===== src/rtl/multiport_sgmii_lane_bridge.sv =====
// multiport_sgmii_lane_bridge
//
// Bridges an N-port interleaved SERDES symbol stream (NUM_PORTS decoded bytes
// per clock) to per-port SGMII byte lanes, and back again on the TX side.
// The port-0 byte position is not fixed. A hunt/confirm/locked state machine
// finds it by looking for the port-0 K28.1 comma. The RX word is then
// de-rotated across the previous and current valid words, so that lane k
// carries port k.
//
// Optional feature: define MULTIPORT_SGMII_STATS_EN to build the 16-bit
// saturating lock-loss and per-lane error counters. When it is undefined, both
// stat outputs are tied to zero.
//
// Ports
//   clk, rst_n                   single 125 MHz clock, synchronous active-low reset
//   rx_data_valid                input word valid
//   rx_data / rx_data_is_ctl     interleaved bytes (byte i at [i*8 +: 8]) + K flags
//   rx_disparity_err/symbol_err  per-byte error flags
//   sgmii_rx_*                   de-rotated lanes, lane k = port k, plus valid
//   rx_aligned / rx_rotation     lock status and locked port-0 byte position
//   sgmii_tx_*                   per-port TX lanes in
//   tx_*                         interleaved TX stream out, port-0 K28.5 -> K28.1
//   stat_lock_loss, stat_rx_err  statistics (MULTIPORT_SGMII_STATS_EN only)
module multiport_sgmii_lane_bridge #(
  parameter int NUM_PORTS  = 4,
  parameter int LOCK_COUNT = 4,
  parameter int LOSS_COUNT = 4
) (
  input  logic                         clk,
  input  logic                         rst_n,
  input  logic                         rx_data_valid,
  input  logic [NUM_PORTS*8-1:0]       rx_data,
  input  logic [NUM_PORTS-1:0]         rx_data_is_ctl,
  input  logic [NUM_PORTS-1:0]         rx_disparity_err,
  input  logic [NUM_PORTS-1:0]         rx_symbol_err,
  output logic                         sgmii_rx_data_valid,
  output logic [NUM_PORTS*8-1:0]       sgmii_rx_data,
  output logic [NUM_PORTS-1:0]         sgmii_rx_data_is_ctl,
  output logic [NUM_PORTS-1:0]         sgmii_rx_disparity_err,
  output logic [NUM_PORTS-1:0]         sgmii_rx_symbol_err,
  output logic                         rx_aligned,
  output logic [$clog2(NUM_PORTS)-1:0] rx_rotation,
  input  logic [NUM_PORTS*8-1:0]       sgmii_tx_data,
  input  logic [NUM_PORTS-1:0]         sgmii_tx_data_is_ctl,
  input  logic [NUM_PORTS-1:0]         sgmii_tx_force_disparity_negative,
  output logic [NUM_PORTS*8-1:0]       tx_data,
  output logic [NUM_PORTS-1:0]         tx_data_is_ctl,
  output logic [NUM_PORTS-1:0]         tx_force_disparity_negative,
  output logic [15:0]                  stat_lock_loss,
  output logic [NUM_PORTS*16-1:0]      stat_rx_err
);

  localparam int RW = $clog2(NUM_PORTS);

  typedef enum logic [1:0] {HUNT, CONFIRM, LOCKED} state_t;

  function automatic logic [3:0] sat_inc4(input logic [3:0] v);
    return (v == 4'hF) ? v : v + 4'd1;
  endfunction

  state_t          state_q, state_d;
  logic [RW-1:0]   cand_q, cand_d, rot_q, rot_d;
  logic [3:0]      cnt_q, cnt_d, miss_q, miss_d;
  logic            loss_evt;

  logic [NUM_PORTS-1:0] hit, k285, ref_mask;
  logic                 hit_any, hit_multi, hit_ref, miss_ref;
  logic [RW-1:0]        hit_pos, ref_pos;

  // Comma classification of the incoming word
  always_comb begin
    hit       = '0;
    k285      = '0;
    hit_any   = 1'b0;
    hit_multi = 1'b0;
    hit_pos   = '0;
    for (int i = 0; i < NUM_PORTS; i++) begin
      hit[i]  = rx_data_valid && rx_data_is_ctl[i] && (rx_data[i*8 +: 8] == 8'h3C);
      k285[i] = rx_data_valid && rx_data_is_ctl[i] && (rx_data[i*8 +: 8] == 8'hBC);
      if (hit[i]) begin
        hit_multi = hit_multi | hit_any;
        hit_any   = 1'b1;
        hit_pos   = RW'(i);
      end
    end
    // Candidate position while confirming, locked position once locked.
    ref_pos           = (state_q == LOCKED) ? rot_q : cand_q;
    ref_mask          = '0;
    ref_mask[ref_pos] = 1'b1;
    hit_ref           = hit[ref_pos];
    miss_ref          = k285[ref_pos] || ((hit & ~ref_mask) != '0);
  end

  always_comb begin
    state_d  = state_q;
    cand_d   = cand_q;
    rot_d    = rot_q;
    cnt_d    = cnt_q;
    miss_d   = miss_q;
    loss_evt = 1'b0;
    if (rx_data_valid) begin
      case (state_q)
        HUNT: begin
          if (hit_any && !hit_multi) begin
            cand_d = hit_pos;
            cnt_d  = 4'd1;
            if (LOCK_COUNT == 1) begin
              rot_d   = hit_pos;
              miss_d  = '0;
              state_d = LOCKED;
            end else begin
              state_d = CONFIRM;
            end
          end
        end
        CONFIRM: begin
          if (miss_ref) begin
            cnt_d   = '0;
            state_d = HUNT;
          end else if (hit_ref) begin
            cnt_d = sat_inc4(cnt_q);
            if (sat_inc4(cnt_q) >= 4'(LOCK_COUNT)) begin
              rot_d   = cand_q;
              miss_d  = '0;
              state_d = LOCKED;
            end
          end
        end
        LOCKED: begin
          // A miss anywhere dominates a simultaneous hit at the rotation.
          if (miss_ref) begin
            if (sat_inc4(miss_q) >= 4'(LOSS_COUNT)) begin
              state_d  = HUNT;
              cnt_d    = '0;
              miss_d   = '0;
              loss_evt = 1'b1;
            end else begin
              miss_d = sat_inc4(miss_q);
            end
          end else if (hit_ref) begin
            miss_d = '0;
          end
        end
        default: state_d = HUNT;
      endcase
    end
  end

  always_ff @(posedge clk) begin
    if (!rst_n) begin
      state_q <= HUNT;
      cand_q  <= '0;
      rot_q   <= '0;
      cnt_q   <= '0;
      miss_q  <= '0;
    end else begin
      state_q <= state_d;
      cand_q  <= cand_d;
      rot_q   <= rot_d;
      cnt_q   <= cnt_d;
      miss_q  <= miss_d;
    end
  end

  assign rx_aligned  = (state_q == LOCKED);
  assign rx_rotation = rot_q;

  // p0: previous valid word, held across invalid cycles
  logic [NUM_PORTS*8-1:0] prev_data_p0;
  logic [NUM_PORTS-1:0]   prev_ctl_p0, prev_de_p0, prev_se_p0;
  logic [NUM_PORTS*8-1:0] derot_data;
  logic [NUM_PORTS-1:0]   derot_ctl, derot_de, derot_se;

  always_comb begin
    derot_data = '0;
    derot_ctl  = '0;
    derot_de   = '0;
    derot_se   = '0;
    for (int k = 0; k < NUM_PORTS; k++) begin
      if (int'(rot_q) + k < NUM_PORTS) begin
        derot_data[k*8 +: 8] = prev_data_p0[(int'(rot_q) + k)*8 +: 8];
        derot_ctl[k]         = prev_ctl_p0[int'(rot_q) + k];
        derot_de[k]          = prev_de_p0[int'(rot_q) + k];
        derot_se[k]          = prev_se_p0[int'(rot_q) + k];
      end else begin
        derot_data[k*8 +: 8] = rx_data[(int'(rot_q) + k - NUM_PORTS)*8 +: 8];
        derot_ctl[k]         = rx_data_is_ctl[int'(rot_q) + k - NUM_PORTS];
        derot_de[k]          = rx_disparity_err[int'(rot_q) + k - NUM_PORTS];
        derot_se[k]          = rx_symbol_err[int'(rot_q) + k - NUM_PORTS];
      end
    end
  end

  // p1: registered de-rotated lanes
  always_ff @(posedge clk) begin
    if (!rst_n) begin
      prev_data_p0           <= '0;
      prev_ctl_p0            <= '0;
      prev_de_p0             <= '0;
      prev_se_p0             <= '0;
      sgmii_rx_data_valid    <= 1'b0;
      sgmii_rx_data          <= '0;
      sgmii_rx_data_is_ctl   <= '0;
      sgmii_rx_disparity_err <= '0;
      sgmii_rx_symbol_err    <= '0;
    end else begin
      sgmii_rx_data_valid <= rx_data_valid && (state_q == LOCKED);
      if (rx_data_valid) begin
        prev_data_p0           <= rx_data;
        prev_ctl_p0            <= rx_data_is_ctl;
        prev_de_p0             <= rx_disparity_err;
        prev_se_p0             <= rx_symbol_err;
        sgmii_rx_data          <= derot_data;
        sgmii_rx_data_is_ctl   <= derot_ctl;
        sgmii_rx_disparity_err <= derot_de;
        sgmii_rx_symbol_err    <= derot_se;
      end
    end
  end

  // p0 (TX): lane k to byte k; the port-0 K28.5 is re-marked as K28.1
  always_ff @(posedge clk) begin
    if (!rst_n) begin
      tx_data                     <= '0;
      tx_data_is_ctl              <= '0;
      tx_force_disparity_negative <= '0;
    end else begin
      tx_data                     <= sgmii_tx_data;
      tx_data_is_ctl              <= sgmii_tx_data_is_ctl;
      tx_force_disparity_negative <= sgmii_tx_force_disparity_negative;
      if (sgmii_tx_data_is_ctl[0] && (sgmii_tx_data[7:0] == 8'hBC))
        tx_data[7:0] <= 8'h3C;
    end
  end

`ifdef MULTIPORT_SGMII_STATS_EN
  function automatic logic [15:0] sat_inc16(input logic [15:0] v);
    return (v == 16'hFFFF) ? v : v + 16'd1;
  endfunction

  always_ff @(posedge clk) begin
    if (!rst_n) begin
      stat_lock_loss <= '0;
      stat_rx_err    <= '0;
    end else begin
      if (loss_evt)
        stat_lock_loss <= sat_inc16(stat_lock_loss);
      for (int k = 0; k < NUM_PORTS; k++) begin
        if (sgmii_rx_data_valid && (sgmii_rx_disparity_err[k] || sgmii_rx_symbol_err[k]))
          stat_rx_err[k*16 +: 16] <= sat_inc16(stat_rx_err[k*16 +: 16]);
      end
    end
  end
`else
  logic unused_loss_evt;
  assign unused_loss_evt = loss_evt;
  assign stat_lock_loss  = '0;
  assign stat_rx_err     = '0;
`endif

endmodule


===== config.mk =====
export PLATFORM = sky130hd
export DESIGN_NAME = multiport_sgmii_lane_bridge
export DESIGN_NICKNAME = d
export VERILOG_FILES = /design/src/rtl/multiport_sgmii_lane_bridge.sv
export SDC_FILE = /design/constraint.sdc
export NUM_CORES = 1
export LEC_CHECK = 0
export CAP_MARGIN = 0
export CORE_MARGIN = 2
export CORE_UTILIZATION = 50
export CTS_CLUSTER_DIAMETER = 100
export DETAILED_ROUTE_END_ITERATION = 16
export PLACE_DENSITY = 0.88
export SETUP_SLACK_MARGIN = 0.3
export SLEW_MARGIN = 20
export SYNTH_ARGS = -nofsm -noshare
export SYNTH_HDL_FRONTEND = slang
export SYNTH_SLANG_ARGS = --single-unit

===== constraint.sdc =====
create_clock -name clk -period 6.6 [get_ports clk]
set_clock_uncertainty 0.05 [all_clocks]
set_input_delay 1.98 -clock clk [delete_from_list [all_inputs] [get_ports clk]]
set_output_delay 1.98 -clock clk [all_outputs]
set_load 0.05 [all_outputs]

==> results.py <==
metrics = {
    "run_status": {
        "status": "complete, no violations",
    },
    "cts": {
        "cts_setup_buffers": 0,
        "hold_buffers": 0,
        "cts-root-buf": "clkbuf_16",
        "cts_buffers": 17,
        "clk_latency_ns": 0.42,
        "clock_sinks": 143,
        "clock_path_buffers": 2,
        "clk_pin_slew_worst_paths_ns": 0.06,
        "htree_levels": 4,
        "cts_tree": "done",
        "ctsResizeCount": 0,
    },
    "drt": {
        "routed_wl_microns": 18520,
        "vias": 6072,
        "drtIter0Drc": 599,
        "via_per_inst": 5.510,
        "postRouteAntennaNets": 0,
        "drc": 0,
        "post_drt_wl_per_cell_microns": 16.81,
        "dr.pass1.iters": 5,
    },
    "floorplanning": {
        "core-area_sq_um": 15090,
        "fp.dieW_microns": 127.6,
        "die_area_sq_um": 16290,
        "ios": 255,
        "die_h_microns": 127.6,
        "start_util_pct": 50.66,
        "num_rows": 45,
    },
    "critical_path": {
        "crit_arrival_ns": 4.70,
        "end_kind": "flop",
        "timing_worst_setup_path_type": "primary input to flop",
        "cp-start-kind": "primary input",
        "critical_path.max_fanout": 55,
        "r2r_start": "rx_rotation[0]",
        "reg2regPathDepth": 9,
        "required_ns": 6.86,
        "rrSetupSlack_ns": 3.10,
        "r2r_end": "sgmii_rx_data[10]",
    },
    "global_route": {
        "grt.total_usage_pct": 22.86,
        "grt_max_degree": 63,
        "first_global_vias": 5795,
        "grt_pass1_wl_microns": 29480,
        "grt_overflow": 0,
        "antenna_found_initial": 0,
    },
    "sta": {
        "rsz0062_at_grt": "false",
        "fin_setup_tns_ns": 0,
        "relSlewSlack_pct": 41.28,
        "final_hold_viol_count": 0,
        "fin_crit_ns": 4.442,
        "finalMaxSlewViolations": 0,
        "worst_pin_slew_ns": 0.8808,
        "hold_slack_ns": 0.4310,
        "setup_viol": 0,
        "layout_setup_ws_ns": 2.158,
        "finalCritPeriodShare_pct": 67.30,
        "max_freq_ghz": 0.2251,
    },
    "yosys": {
        "ys_top_cells_by_area": "dfxtp_1, mux4_2, mux2i_1",
        "synth-seq-cells": 143,
        "synth-main-ff-cell": "dfxtp_1",
        "ys_top_cells_by_count": "dfxtp_1, nor2_1, mux2i_1, buf_4, mux4_2",
        "yosysMostFrequentCell": "dfxtp_1",
        "syn_area_sq_um": 7644,
        "yosysWarningCount": 0,
        "synthesis.instances": 749,
        "synth_edf_count": 0,
        "synth.top_cell.area_share_pct": 37.45,
        "yosysTopAreaCell": "dfxtp_1",
        "synth.avg_cell_area_sq_um": 10.21,
        "synth_cell_types": 62,
        "async_reset_ff_share_pct": 0,
        "synth_seq_area_share_pct": 37.45,
    },
    "layout": {
        "num-nets-final": 996,
        "instances_no_fill": 1102,
        "design_area_sq_um": 9779,
        "num_antenna_cells": 0,
        "drive_gt1_share_pct": 11.82,
        "final_core_util_pct": 64.81,
        "syn2layout_area_growth_pct": 27.94,
    },
    "place": {
        "post_dp_cell_area_sq_um": 9166,
        "dp_hpwl_microns": 12920,
        "io_buffers": 174,
        "gp_congestion": 0.9713,
        "dp_cells": 1070,
        "place_ws_ns": 1.796,
    },
    "min_path": {
        "hp-class": "flop to flop",
        "timing.hold.worst_endpoint": "sgmii_rx_data[25]",
        "holdCritStartpoint": "sgmii_rx_data[25]",
        "holdPathStages": 2,
    },
    "power_and_ir_drop": {
        "vdd_drop_max_uv": 176.8,
        "total_power_mw": 2.341,
        "leakagePower_nw": 3.856,
        "power.density_nw_per_um2": 239.4,
    },
    "flow_run": {
        "cap_viol_max_count": 0,
    },
}
==> final cells by class <==
class                           count  area (sq um)
Fill cell                        1195          5310
Multi-Input combinational cell    545          4233
Sequential cell                   143          2867
Timing Repair Buffer              180          1784
Clock buffer                       22         474.2
Tap cell                          188         235.2
Clock inverter                     10         133.9
Inverter                           14         52.55
==> metal layers <==
metal	vias up	global-route usage [%]	wire [microns]
met5	-	0	0
met4	0	8.791	403
met3	33	6.491	1523
met2	277	37.02	9162
li1	2819	-	-
met1	2943	29.12	7431
==> registers in the layout, summed over array words and instances (netlist names) <==
name,cells
cand_q,2
sgmii_rx_disparity_err,4
state_q,2
tx_force_disparity_negative,4
miss_q,4
sgmii_rx_data,32
cnt_q,4
prev_ctl_p0,4
rx_rotation,2
tx_data,32
sgmii_rx_data_is_ctl,4
sgmii_rx_symbol_err,4
prev_de_p0,4
tx_data_is_ctl,4
prev_se_p0,4
prev_data_p0,32
sgmii_rx_data_valid,1
==> where the power goes <==
part / switching (mW) / internal [mW]
Sequential: 0.0258 / 0.904
Clock: 0.358 / 0.623
Combinational: 0.283 / 0.148
Total: 0.667 / 1.67
==> worst max-delay path by stage <==
stage	endpoint	cells past startpoint	slack (ns)	start
global route	cnt_q[0]	8	1.95	rx_data_valid
CTS	miss_q[2]	8	2.23	rx_data_valid
detailed placement	miss_q[2]	8	1.80	rx_data_valid
floorplan	miss_q[2]	8	2.55	rx_data_valid
global placement	miss_q[3]	8	1.89	rx_data_valid
finish	miss_q[3]	8	2.16	rx_data_valid
==> layout by cell type, fill, tap and decap left out, types with 5 or more instances in the layout <==
| master | n |
|---|---|
| nor2_1 | 112 |
| nand4b_1 | 5 |
| and2_1 | 38 |
| dfxtp_1 | 142 |
| clkdlybuf4s50_1 | 173 |
| o21ai_0 | 10 |
| nand2_1 | 35 |
| nand4_1 | 5 |
| conb_1 | 80 |
| a311oi_1 | 5 |
| mux2i_1 | 93 |
| nand3_1 | 6 |
| a211oi_1 | 6 |
| clkbuf_16 | 17 |
| inv_1 | 13 |
| nor3_1 | 17 |
| a221oi_1 | 8 |
| a21oi_1 | 11 |
| ha_1 | 8 |
| buf_4 | 7 |
| mux4_2 | 50 |
==> critical path, stage by stage <==
cell and delay, ns:
buf_4 0.53, and4bb_1 0.34, nor3b_1 0.54, a211oi_1 0.17, nor3_4 0.33, nor3_1 0.10
a2111o_1 0.43, and3_1 0.21
==> kinds of logic (layout without fill, tap and decap cells) <==
| logic type | Yosys count | after routing | share of synthesized area, % |
|---|---|---|---|
| simple gates | 249 | 249 | 16.27 |
| fa+ha+maj | 8 | 8 | 1.310 |
| other cells | 1 | 80 | 0.04906 |
| flops | 143 | 143 | 37.45 |
| xor+xnor | 2 | 2 | 0.2292 |
| mux | 147 | 147 | 27.70 |
| compound gates | 59 | 59 | 5.877 |
| buf+inv | 140 | 226 | 11.11 |
Note: power is estimated with default switching activity, not from simulation.
